**config.mk**
```make
export PLATFORM = sky130hd
export DESIGN_NAME = univ_shift_reg_burst
export DESIGN_NICKNAME = d
export VERILOG_FILES = /design/src/rtl/univ_shift_reg_burst.sv
export SDC_FILE = /design/constraint.sdc
export NUM_CORES = 1
export LEC_CHECK = 0
export ABC_AREA = 0
export CORE_MARGIN = 1.5
export CORE_UTILIZATION = 52
export DETAILED_ROUTE_END_ITERATION = 12
export PLACE_DENSITY_LB_ADDON = 0.2
export SLEW_MARGIN = 30
export SYNTH_ARGS = -nofsm -noshare
export SYNTH_HDL_FRONTEND = slang
export SYNTH_SLANG_ARGS = --single-unit
```
**constraint.sdc**
```tcl
create_clock -name clk -period 4.1 [get_ports clk]
set_clock_uncertainty 0.05 [all_clocks]
set_input_delay 0.82 -clock clk [delete_from_list [all_inputs] [get_ports clk]]
set_output_delay 0.82 -clock clk [all_outputs]
set_load 0.005 [all_outputs]
```
**src/rtl/univ_shift_reg_burst.sv**
```systemverilog
// univ_shift_reg_burst
//   Parametrised universal shift register with hold, logical shift right/left,
//   parallel load, rotate right/left and arithmetic shift right, plus a
//   counted burst engine that performs up to 2^CNT_W-1 shifts from a single
//   start request.
//
// Ports
//   clk    : system clock, all state changes on the rising edge
//   rst    : synchronous active-high reset (highest priority)
//   en     : operation enable; low holds q and stalls a running burst
//   mode   : operation select (000 hold, 001 shr, 010 shl, 011 load,
//            100 rotr, 101 rotl, 110 asr, 111 hold)
//   sin_l  : serial input entering at the MSB on right shifts
//   sin_r  : serial input entering at the LSB on left shifts
//   pdata  : parallel load data
//   start  : burst request, honoured only while idle
//   shamt  : burst length, captured together with start
//   q      : register contents
//   sout_l : q MSB
//   sout_r : q LSB
//   busy   : burst in progress
//   done   : single-cycle burst completion pulse
module univ_shift_reg_burst #(
  parameter int WIDTH = 8,
  parameter int CNT_W = 4
) (
  input  logic             clk,
  input  logic             rst,
  input  logic             en,
  input  logic [2:0]       mode,
  input  logic             sin_l,
  input  logic             sin_r,
  input  logic [WIDTH-1:0] pdata,
  input  logic             start,
  input  logic [CNT_W-1:0] shamt,
  output logic [WIDTH-1:0] q,
  output logic             sout_l,
  output logic             sout_r,
  output logic             busy,
  output logic             done
);

  typedef enum logic [0:0] {
    ST_IDLE  = 1'b0,
    ST_BURST = 1'b1
  } state_e;

  state_e           state_q, state_d;
  logic [WIDTH-1:0] q_q, q_d;
  logic [CNT_W-1:0] cnt_q, cnt_d;
  logic [2:0]       mode_lat_q, mode_lat_d;
  logic             busy_q, busy_d;
  logic             done_q, done_d;
  logic             start_accept_s;

  // Only shifting/rotating modes can be repeated as a burst; hold, load and
  // the reserved code ignore start.
  function automatic logic is_burst_mode(input logic [2:0] m);
    logic r;
    case (m)
      3'b001, 3'b010, 3'b100, 3'b101, 3'b110: r = 1'b1;
      default:                                r = 1'b0;
    endcase
    return r;
  endfunction

  // One application of an operation to the current register value.
  function automatic logic [WIDTH-1:0] shift_op(
    input logic [2:0]       m,
    input logic [WIDTH-1:0] cur,
    input logic             sl,
    input logic             sr,
    input logic [WIDTH-1:0] pd
  );
    logic [WIDTH-1:0] r;
    case (m)
      3'b001:  r = {sl, cur[WIDTH-1:1]};
      3'b010:  r = {cur[WIDTH-2:0], sr};
      3'b011:  r = pd;
      3'b100:  r = {cur[0], cur[WIDTH-1:1]};
      3'b101:  r = {cur[WIDTH-2:0], cur[WIDTH-1]};
      3'b110:  r = {cur[WIDTH-1], cur[WIDTH-1:1]};
      default: r = cur;
    endcase
    return r;
  endfunction

  assign start_accept_s = (state_q == ST_IDLE) && start && en && is_burst_mode(mode);

  // State register and all datapath registers, synchronous reset.
  always_ff @(posedge clk) begin
    if (rst) begin
      state_q    <= ST_IDLE;
      q_q        <= {WIDTH{1'b0}};
      cnt_q      <= {CNT_W{1'b0}};
      mode_lat_q <= 3'b000;
      busy_q     <= 1'b0;
      done_q     <= 1'b0;
    end else begin
      state_q    <= state_d;
      q_q        <= q_d;
      cnt_q      <= cnt_d;
      mode_lat_q <= mode_lat_d;
      busy_q     <= busy_d;
      done_q     <= done_d;
    end
  end

  // Next-state logic: a burst of two or more shifts enters BURST; the edge
  // that performs the last shift returns to IDLE.
  always_comb begin
    state_d = state_q;
    case (state_q)
      ST_IDLE: begin
        if (start_accept_s && (shamt > CNT_W'(1))) begin
          state_d = ST_BURST;
        end else begin
          state_d = ST_IDLE;
        end
      end
      ST_BURST: begin
        if (en && (cnt_q <= CNT_W'(1))) begin
          state_d = ST_IDLE;
        end else begin
          state_d = ST_BURST;
        end
      end
      default: state_d = ST_IDLE;
    endcase
  end

  // Output/datapath logic: next register value, remaining count, latched
  // mode and the registered busy/done flags.
  always_comb begin
    q_d        = q_q;
    cnt_d      = cnt_q;
    mode_lat_d = mode_lat_q;
    busy_d     = 1'b0;
    done_d     = 1'b0;
    case (state_q)
      ST_IDLE: begin
        if (start_accept_s) begin
          mode_lat_d = mode;
          if (shamt == {CNT_W{1'b0}}) begin
            // Zero-length burst: nothing moves, completion is reported anyway.
            cnt_d  = {CNT_W{1'b0}};
            done_d = 1'b1;
          end else begin
            // The start edge already performs the first shift.
            q_d   = shift_op(mode, q_q, sin_l, sin_r, pdata);
            cnt_d = shamt - CNT_W'(1);
            if (shamt == CNT_W'(1)) begin
              done_d = 1'b1;
            end else begin
              busy_d = 1'b1;
            end
          end
        end else if (en) begin
          q_d = shift_op(mode, q_q, sin_l, sin_r, pdata);
        end else begin
          q_d = q_q;
        end
      end
      ST_BURST: begin
        if (en) begin
          // Live mode/pdata/start are ignored; serial inputs stay live.
          q_d   = shift_op(mode_lat_q, q_q, sin_l, sin_r, pdata);
          cnt_d = cnt_q - CNT_W'(1);
          if (cnt_q <= CNT_W'(1)) begin
            done_d = 1'b1;
          end else begin
            busy_d = 1'b1;
          end
        end else begin
          busy_d = 1'b1;
        end
      end
      default: begin
        q_d = q_q;
      end
    endcase
  end

  assign q      = q_q;
  assign sout_l = q_q[WIDTH-1];
  assign sout_r = q_q[0];
  assign busy   = busy_q;
  assign done   = done_q;

endmodule

```
**After elaboration in Yosys (flattened, before gate mapping)**

Cells that the tools add are included.

- Logic and storage cells: 70
- Bits of input ports: 21
- Output and inout port bits: 12
- Bits in registers: 18

- Add/subtract/negate cells: 2
- Eq/ne operators: 20
- Bitwise logic cells: 1
- Reduce and logical (&&, ||, !) cells: 11
- Order comparisons: 2
- Mux-type cells: 27

Operators with widths:

| cell | number |
|---|---|
| one-hot mux 8 bit (6 select lines) | 2 |
| two-way mux 8 bit | 4 |
| == test 3 bit (second input constant) | 6 |
| one-hot mux 8 bit (2 select lines) | 1 |
| two-way mux 1 bit | 13 |
| == test 3 x 2 -> 1 bit (second input constant) | 4 |
| two-way mux 4 bit | 3 |
| one-hot mux 4 bit (2 select lines) | 1 |
| subtractor 4 x 1 -> 4 bit (second input constant) | 2 |
| != test 7 x 1 -> 1 bit (second input constant) | 1 |
| == test 3 x 1 -> 1 bit (second input constant) | 2 |
| != test 2 bit (second input constant) | 3 |
| != test 3 bit (second input constant) | 2 |
| != test 6 x 1 -> 1 bit (second input constant) | 1 |
| one-hot mux 1 bit (2 select lines) | 3 |
| logical AND 1 bit | 5 |
| AND reduction 5 bit | 1 |
| OR reduction 5 bit | 1 |
| == test 4 x 1 -> 1 bit (second input constant) | 1 |
| > comparator 4 x 1 -> 1 bit (second input constant) | 1 |
| less-or-equal comparator 4 x 1 -> 1 bit (second input constant) | 1 |
| logical NOT 4 bit | 1 |
| AND reduction 2 bit | 2 |
| AND reduction 4 bit | 1 |
| inverter 1 bit | 1 |

**Depth between registers and ports, before layout**

Gate-level depths: netlist of the first run.

- Depth in word-level cells: 7
- Mapped depth: 7
- Gate-level depth less buffers: 6

**Worst setup path before layout of the first run**

No wires, ideal clock.

- Path type: input -> register
- Start point: input port shamt[0]
- End point: register q_q[0] (netlist: q[0])
- Path buffers: 1
- Library setup time: 0.086 ns
- Stages on the path: 6
- Setup slack: 1.770 ns
- Arrival time: 2.193 ns
- Required time: 3.964 ns
- Cells stage by stage: or4_1 > o41a_4 > o21ai_4 > buf_8 > a21oi_2 > a221oi_2

- Cells in the longest elaborated chain, start to end: 3

Ends and longest elaborated chain:

| what | RTL line | source |
|---|---|---|
| from (decl) | 35 | `input logic [CNT_W-1:0] shamt,` |
| logical NOT 4 bit | 144 | `if (shamt == {CNT_W{1'b0}}) begin` |
| != test 3 bit (no source line) | -- |  |
| AND reduction 4 bit (no source line) | -- |  |
| to (signal assigned) | 94 | `q_q <= {WIDTH{1'b0}};` |
| to (signal assigned) | 101 | `q_q <= q_d;` |
| to (decl) | 49 | `logic [WIDTH-1:0] q_q, q_d;` |

No other way between the ends.
A chain may end at the register's enable or synchronous reset.

**Worst setup path in the final report of the first run**

- Start point: input port mode[0]
- End point: register q_q[5] (netlist: q[5])

- Cells in the longest elaborated chain, start to end: 6
- Elaborated cells on any way between the ends: 17
- Classes of those cells: eq/ne (8); mux (6); reduce/logical (3)

Ends and longest elaborated chain:

| what | RTL line | source |
|---|---|---|
| from (decl) | 30 | `input logic [2:0] mode,` |
| == test 3 bit (tied with other cells) | 60, 76 |  |
| OR reduction 5 bit | 60 | `case (m)` |
| two-way mux 1 bit | 60 |  |
| logical AND 1 bit | 88 | `assign start_accept_s = (state_q == ST_IDLE) && start && en && is_burst_mode(mode);` |
| != test 3 bit (no source line) or two-way mux 8 bit (tied branches) | -- |  |
| AND reduction 4 bit (no source line) or one-hot mux 8 bit (2 select lines) (tied branches) | -- |  |

Several ways; a longest one is shown, not always the timed one. The select of a mux whose other input is x is not followed.

==> summary.txt, run 1 <==
fin crit share = 69.3%
Detail Route Antenna Nets = 0
TritonCTS clock tree = done
hpwl dp = 2890 um
Distinct cells, synth = 56
Final min period = 2840 ps
Initial Utilization = 56.4%
post_cts resized = 0
Die Height = 58.4 um
min-delay src = cnt_q[1]
vias in the first global route = 1517
setup tns final = 0 ps
Data required, critical path = 4290 ps
number of cells on the worst hold path = 2
# H-tree levels = 1
layout net count = 250
hold crit path type = flip-flop to flip-flop
DR pass1 iterations = 4
initial antenna violation count = 0
1st-iter DRT viols = 124
die area = 3410 sq um
Post-synth ARST share = 0%
Hold Vio Cnt, Final = 0
R2R Path End = q[4]
per-cell routed wire length = 16.2 um
core area = 2830 sq um
Max-cap violations = 0
flip-flop and latch count after synthesis = 18
Mapped Cells = 207
Max Fanout on Critical Path = 14
Register Area = 360 sq um
Power Density = 250 nW/um^2
slowest stage delay, CP = 680 ps
Worst setup EP type = flip-flop
Die W = 58.4 um
delay-heaviest family, CP = simple AND/OR/NAND/NOR gates
fin. max-slew vios = 0
port buffer count = 32
cts bufs inserted = 3
Hold WS = 438 ps
Setup Crit Path Kind = primary input to flip-flop
LEAKAGE = 0.649 nW
CTS Buffer Depth = 2
Vias/cell = 6.40
total clock sinks = 18
reg2reg path depth = 6
top post-synthesis cells by area = dfxtp_1 23%, a21oi_1 6.3%, mux2i_1 5.6%
synthesized area = 1600 sq um
Non-Filler Instances = 257
GRT Resource Usage Total = 26.1%
filler instances = 250
synth warn = 0
placed cells = 253
top-count cell post-synth = a21oi_1
Cell Area, Placed = 1860 sq um
status = finished, final reports clean
Reg clk slew, reported paths = 120 ps
Row Count = 19
gpl congestion = 0.895
CP Launch Point = mode[0]
Synth Flop Type = dfxtp_1
share of cells above drive strength 1 = 8.85%
Setup crit start kind = primary input
Post-Route WL = 4180 um
GR Overflow Total = 0
first-pass GRT wire length = 6960 um
hold buffer count at cts = 0
reg2reg setup slack = 1820 ps
crit path max-delay cell type = clkdlybuf4s50_1
crit-path cells = clkdlybuf4s50_1 -> nor3_2 -> o41a_4 -> o21ai_4 -> or4_1 -> a21oi_1
arrival time at the worst endpoint = 3030 ps
setup violators final = 0
FF-to-FF Start = state_q
via count = 1645
CP Buf/Inv Count = 1
syn avg cell area = 7.71 sq um
Multi-input gate area = 1100 sq um
drt drc = 0
top-area cell type share of the netlist area = 22.6%
Inserted Diodes = 0
Peak Freq = 0.352 GHz
Post-synth EDFFs = 0
hold endpoint = cnt_q[1]
post-synth top area cell = dfxtp_1
Seq/Total Area, Yosys = 22.6%
worst skew pair latency = 310 ps
most common library cells after synthesis = 20 x a21oi_1, 19 x nand2_1, 19 x nor2_1, 18 x dfxtp_1
max_slew headroom = 51.3%
Boundary Pins = 33
fin area = 1900 sq um
Area Overhead vs Synth = 18.9%
CTS root buf = clkbuf_4
RSZ-0062 raised after global routing = false
post-CTS setup repair buffer count = 0
Post-Syn Nets = 230
Slew @ Worst Pin = 728 ps
peak supply drop = 0.160 mV
largest net degree at the start of global routing = 29
## through the flow
step | util, % | worst slack (ps) | total power, mW
finish | 67.1 | 1260 | 0.474
global route | 67.1 | 1190 | 0.500
CTS | 67.1 | 1280 | 0.471
detailed placement | 65.8 | 980 | 0.356
global placement | 65.8 | 1070 | 0.353
floorplan | - | 1770 | 0.304
## logic make-up after synthesis
kind of cell	synth area share, %
flops	22.6
buf+inv	8.70
simple gates	27.7
mux	7.76
fa+ha+maj	1.57
compound gates	31.7
## worst max path at each step
stage          endpoint  depth (start not counted)  slack, ps
2_1_floorplan      q[0]                          6       1770
3_3_place_gp       q[5]                          6       1070
3_5_place_dp       q[5]                          6        980
4_1_cts            q[5]                          6       1280
5_1_grt            q[5]                          6       1190
6_report           q[5]                          6       1260
## metal layers
layer | share of wire (%) | wire [um] | GRT usage [%] | vias up
met2 | 45 | 1900 | 40.8 | 96
met1 | 45 | 1890 | 35.7 | 730
met3 | 7.9 | 329 | 3.74 | 9
met5 | 0 | 0 | 0 | -
li1 | - | - | - | 810
met4 | 1.4 | 57 | 11.3 | 0
## placed cells by master (no fill, tap or decap), types with 2 or more instances in the layout
master	count
clkdlybuf4s50_1	32
a21oi_1	20
nor2_1	19
nand2_1	19
dfxtp_1	18
inv_1	9
mux2i_1	9
or4_1	8
o21ai_0	8
o22ai_1	6
nand2b_1	5
nand3b_1	5
nor2b_1	4
o221ai_1	4
nor3_1	3
o211ai_1	3
nand3_1	3
a2111oi_0	3
o32ai_1	3
clkbuf_4	3
nor3_2	2
or2_2	2
and3_1	2
and3b_1	2
a21o_1	2
a211oi_1	2
ha_1	2
## area by class of cell
class | count | share of cell area (%)
multi-input combinational | 161 | 57.8
sequential | 18 | 19.0
tap | 31 | 2.04
inverter | 10 | 1.98
clock buffer | 4 | 1.91
timing repair buffer | 33 | 17.3
## worst register-to-register path: cells and delay by family (launching register included)
kind	cells	cell delay, ps
buf+inv	2	740
mux	1	410
simple gates	1	410
flops	1	320
compound gates	2	270
## state kept, by name (all words and copies together) (netlist names)
| signal | cells |
|---|---|
| busy | 1 |
| mode_lat_q | 3 |
| state_q | 1 |
| cnt_q | 4 |
| done | 1 |
| q | 8 |
## where the power goes
group	switching [mW]	leakage (nW)	internal, mW
clock network	0.0648	0.0210	0.0542
logic	0.0725	0.482	0.0781
registers	0.0192	0.147	0.186
(Power assumes the default switching activity.)
==> run 2: changes to the inputs <==
--- a/config.mk
+++ b/config.mk
@@ -7,7 +7,7 @@
 export LEC_CHECK = 0
 export ABC_AREA = 0
 export CORE_MARGIN = 1.5
-export CORE_UTILIZATION = 52
+export CORE_UTILIZATION = 46
 export DETAILED_ROUTE_END_ITERATION = 12
 export PLACE_DENSITY_LB_ADDON = 0.2
 export SLEW_MARGIN = 30
==> constraint.sdc (replaced) <==
create_clock -name clk -period 2.5 [get_ports clk]
set_clock_uncertainty 0.05 [all_clocks]
set_input_delay 0.5 -clock clk [delete_from_list [all_inputs] [get_ports clk]]
set_output_delay 0.5 -clock clk [all_outputs]
set_load 0.005 [all_outputs]
==> summary.txt, run 2 (synthesis results as in run 1) <==
status = finished, final reports clean
number of flip-flops in the largest register = 8 (unchanged)
CP Buf/Inv Count = 2 (+1)
Post-Route WL = 4880 um (+17%)
DR pass1 iterations = 4 (unchanged)
crit-path cells = clkdlybuf4s50_1 -> or4_1 -> o41a_4 -> o21ai_4 -> buf_4 -> a21oi_2 -> a221oi_2
cts bufs inserted = 3 (unchanged)
reg2reg setup slack = 350 ps (-1470 ps)
fin crit share = 92.8%
die area = 3830 sq um (+12%)
initial antenna violation count = 0 (unchanged)
Seq pwr share = 41.8% (-1.4 points)
CTS Buffer Depth = 2 (unchanged)
Sw Ratio = 32.5% (-0.45 points)
per-cell routed wire length = 16.4 um (+0.89%)
Setup Crit Path Kind = primary input to flip-flop
Clock power frac = 23.2% (-1.9 points)
Final min period = 2320 ps
Vias/cell = 5.98 (-6.5%)
Max-cap violations = 0 (unchanged)
Power Density = 384 nW/um^2 (+54%)
Worst setup EP type = flip-flop
arrival time at the worst endpoint = 2490 ps (-540 ps)
post_cts resized = 0 (unchanged)
setup violators final = 0 (unchanged)
most common cell after layout, fill and taps aside = clkdlybuf4s50_1
gpl congestion = 0.915 (+2.2%)
1st-iter DRT viols = 125 (+0.81%)
hpwl dp = 3710 um (+28%)
delay-heaviest family, CP = compound AO/OA/AOI/OAI gates
worst skew pair latency = 310 ps (about the same)
port buffer count = 32 (unchanged)
CTS root buf = clkbuf_4
Die W = 61.9 um (+6.0%)
Peak Freq = 0.431 GHz
RSZ-0062 raised after global routing = false
Inserted Diodes = 0 (unchanged)
Cell Area, Placed = 2080 sq um (+11%)
Comb pwr share = 35.0% (+3.3 points)
fin. max-slew vios = 0 (unchanged)
hold buffer count at cts = 0 (unchanged)
GR Overflow Total = 0 (unchanged)
Slew @ Worst Pin = 607 ps (-121 ps)
Area Overhead vs Synth = 32.3%
Setup crit start kind = primary input
filler instances = 320 (+28%)
first-pass GRT wire length = 7820 um (+12%)
crit path max-delay cell type = or4_1
Hold WS = 439 ps (+0.539 ps)
Hold Vio Cnt, Final = 0 (unchanged)
TritonCTS clock tree = done
Register Area = 360 sq um (unchanged)
post-CTS setup repair buffer count = 0 (unchanged)
largest net degree at the start of global routing = 19 (-34%)
hold crit path type = flip-flop to flip-flop
vias in the first global route = 1691 (+11%)
Die Height = 61.9 um (+6.0%)
fin area = 2110 sq um (+11%)
via count = 1783 (+8.4%)
peak supply drop = 0.401 mV (+150%)
drt drc = 0 (unchanged)
total clock sinks = 18 (unchanged)
layout net count = 276 (+10%)
core area = 3340 sq um (+18%)
max_slew headroom = 59.5% (+8.2 points)
Boundary Pins = 33 (unchanged)
Multi-input gate area = 1100 sq um (unchanged)
share of cells above drive strength 1 = 18.3% (+9.4 points)
LEAKAGE = 0.773 nW (+19%)
most frequent cells in the layout = 32 x clkdlybuf4s50_1, 27 x buf_4, 20 x a21oi_1
P_int = 0.548 mW (+72%)
Data required, critical path = 2680 ps (-1610 ps)
Initial Utilization = 47.8% (-8.6 points)
Max Fanout on Critical Path = 12 (-2)
Reg clk slew, reported paths = 120 ps (about the same)
# H-tree levels = 1 (unchanged)
Row Count = 21 (+2)
slowest stage delay, CP = 540 ps (-140 ps)
Detail Route Antenna Nets = 0 (unchanged)
switching power of the nets = 0.264 mW (+69%)
GRT Resource Usage Total = 27.6% (+1.5 points)
-- run 2: metal layers --
layer	share of wire, %	global-route usage [%]	vias to the layer above
met5	0	0	-
met4	2.1	9.73	0
met3	5.9	4.55	11
met2	51	49.0	65
met1	41	33.4	840
li1	-	-	867
-- run 2: path summary, 6_finish.rpt --
| path | from | endpoint | cells past startpoint |
|---|---|---|---|
| hold reg to reg | cnt_q[1] | cnt_q[1] | 2 |
| setup / recovery | shamt[0] | q[0] | 7 |
| hold / removal | cnt_q[1] | cnt_q[1] | 2 |
| setup reg to reg | state_q | q[4] | 5 |
-- run 2: stage by stage --
stage | setup TNS (ps) | power (mW) | setup WS, ps | util [%] | instances
after floorplan | 0 | 0.498 | 490 | - | 207
after global placement | -83.9 | 0.614 | -42.5 | 62.2 | 294
after detailed placement | -475 | 0.625 | -137 | 62.2 | 294
after CTS | 0 | 0.814 | 185 | 63.3 | 298
after global routing | 0 | 0.859 | 124 | 63.3 | 298
final | 0 | 0.812 | 180 | 63.3 | 298
-- run 2: area by class of cell --
type | instances | area share, %
Clock buffer | 4 | 1.72
Multi-Input combinational cell | 161 | 52.0
Tap cell | 46 | 2.73
Timing Repair Buffer | 59 | 24.8
Sequential cell | 18 | 17.1
Inverter | 10 | 1.78
-- run 2: power groups by stage --
stage	combinational, mW	clock [mW]	sequential, mW
3_5_place_dp	0.280	0	0.345
2_1_floorplan	0.172	0	0.326
5_1_grt	0.310	0.207	0.343
4_1_cts	0.282	0.193	0.338
6_report	0.284	0.188	0.340
3_3_place_gp	0.270	0	0.343
-- run 2: worst min-delay path, cell delays in order (launching register included) --
cell and delay [ps]:
dfxtp_1 340, nand2_1 60, a21oi_1 50
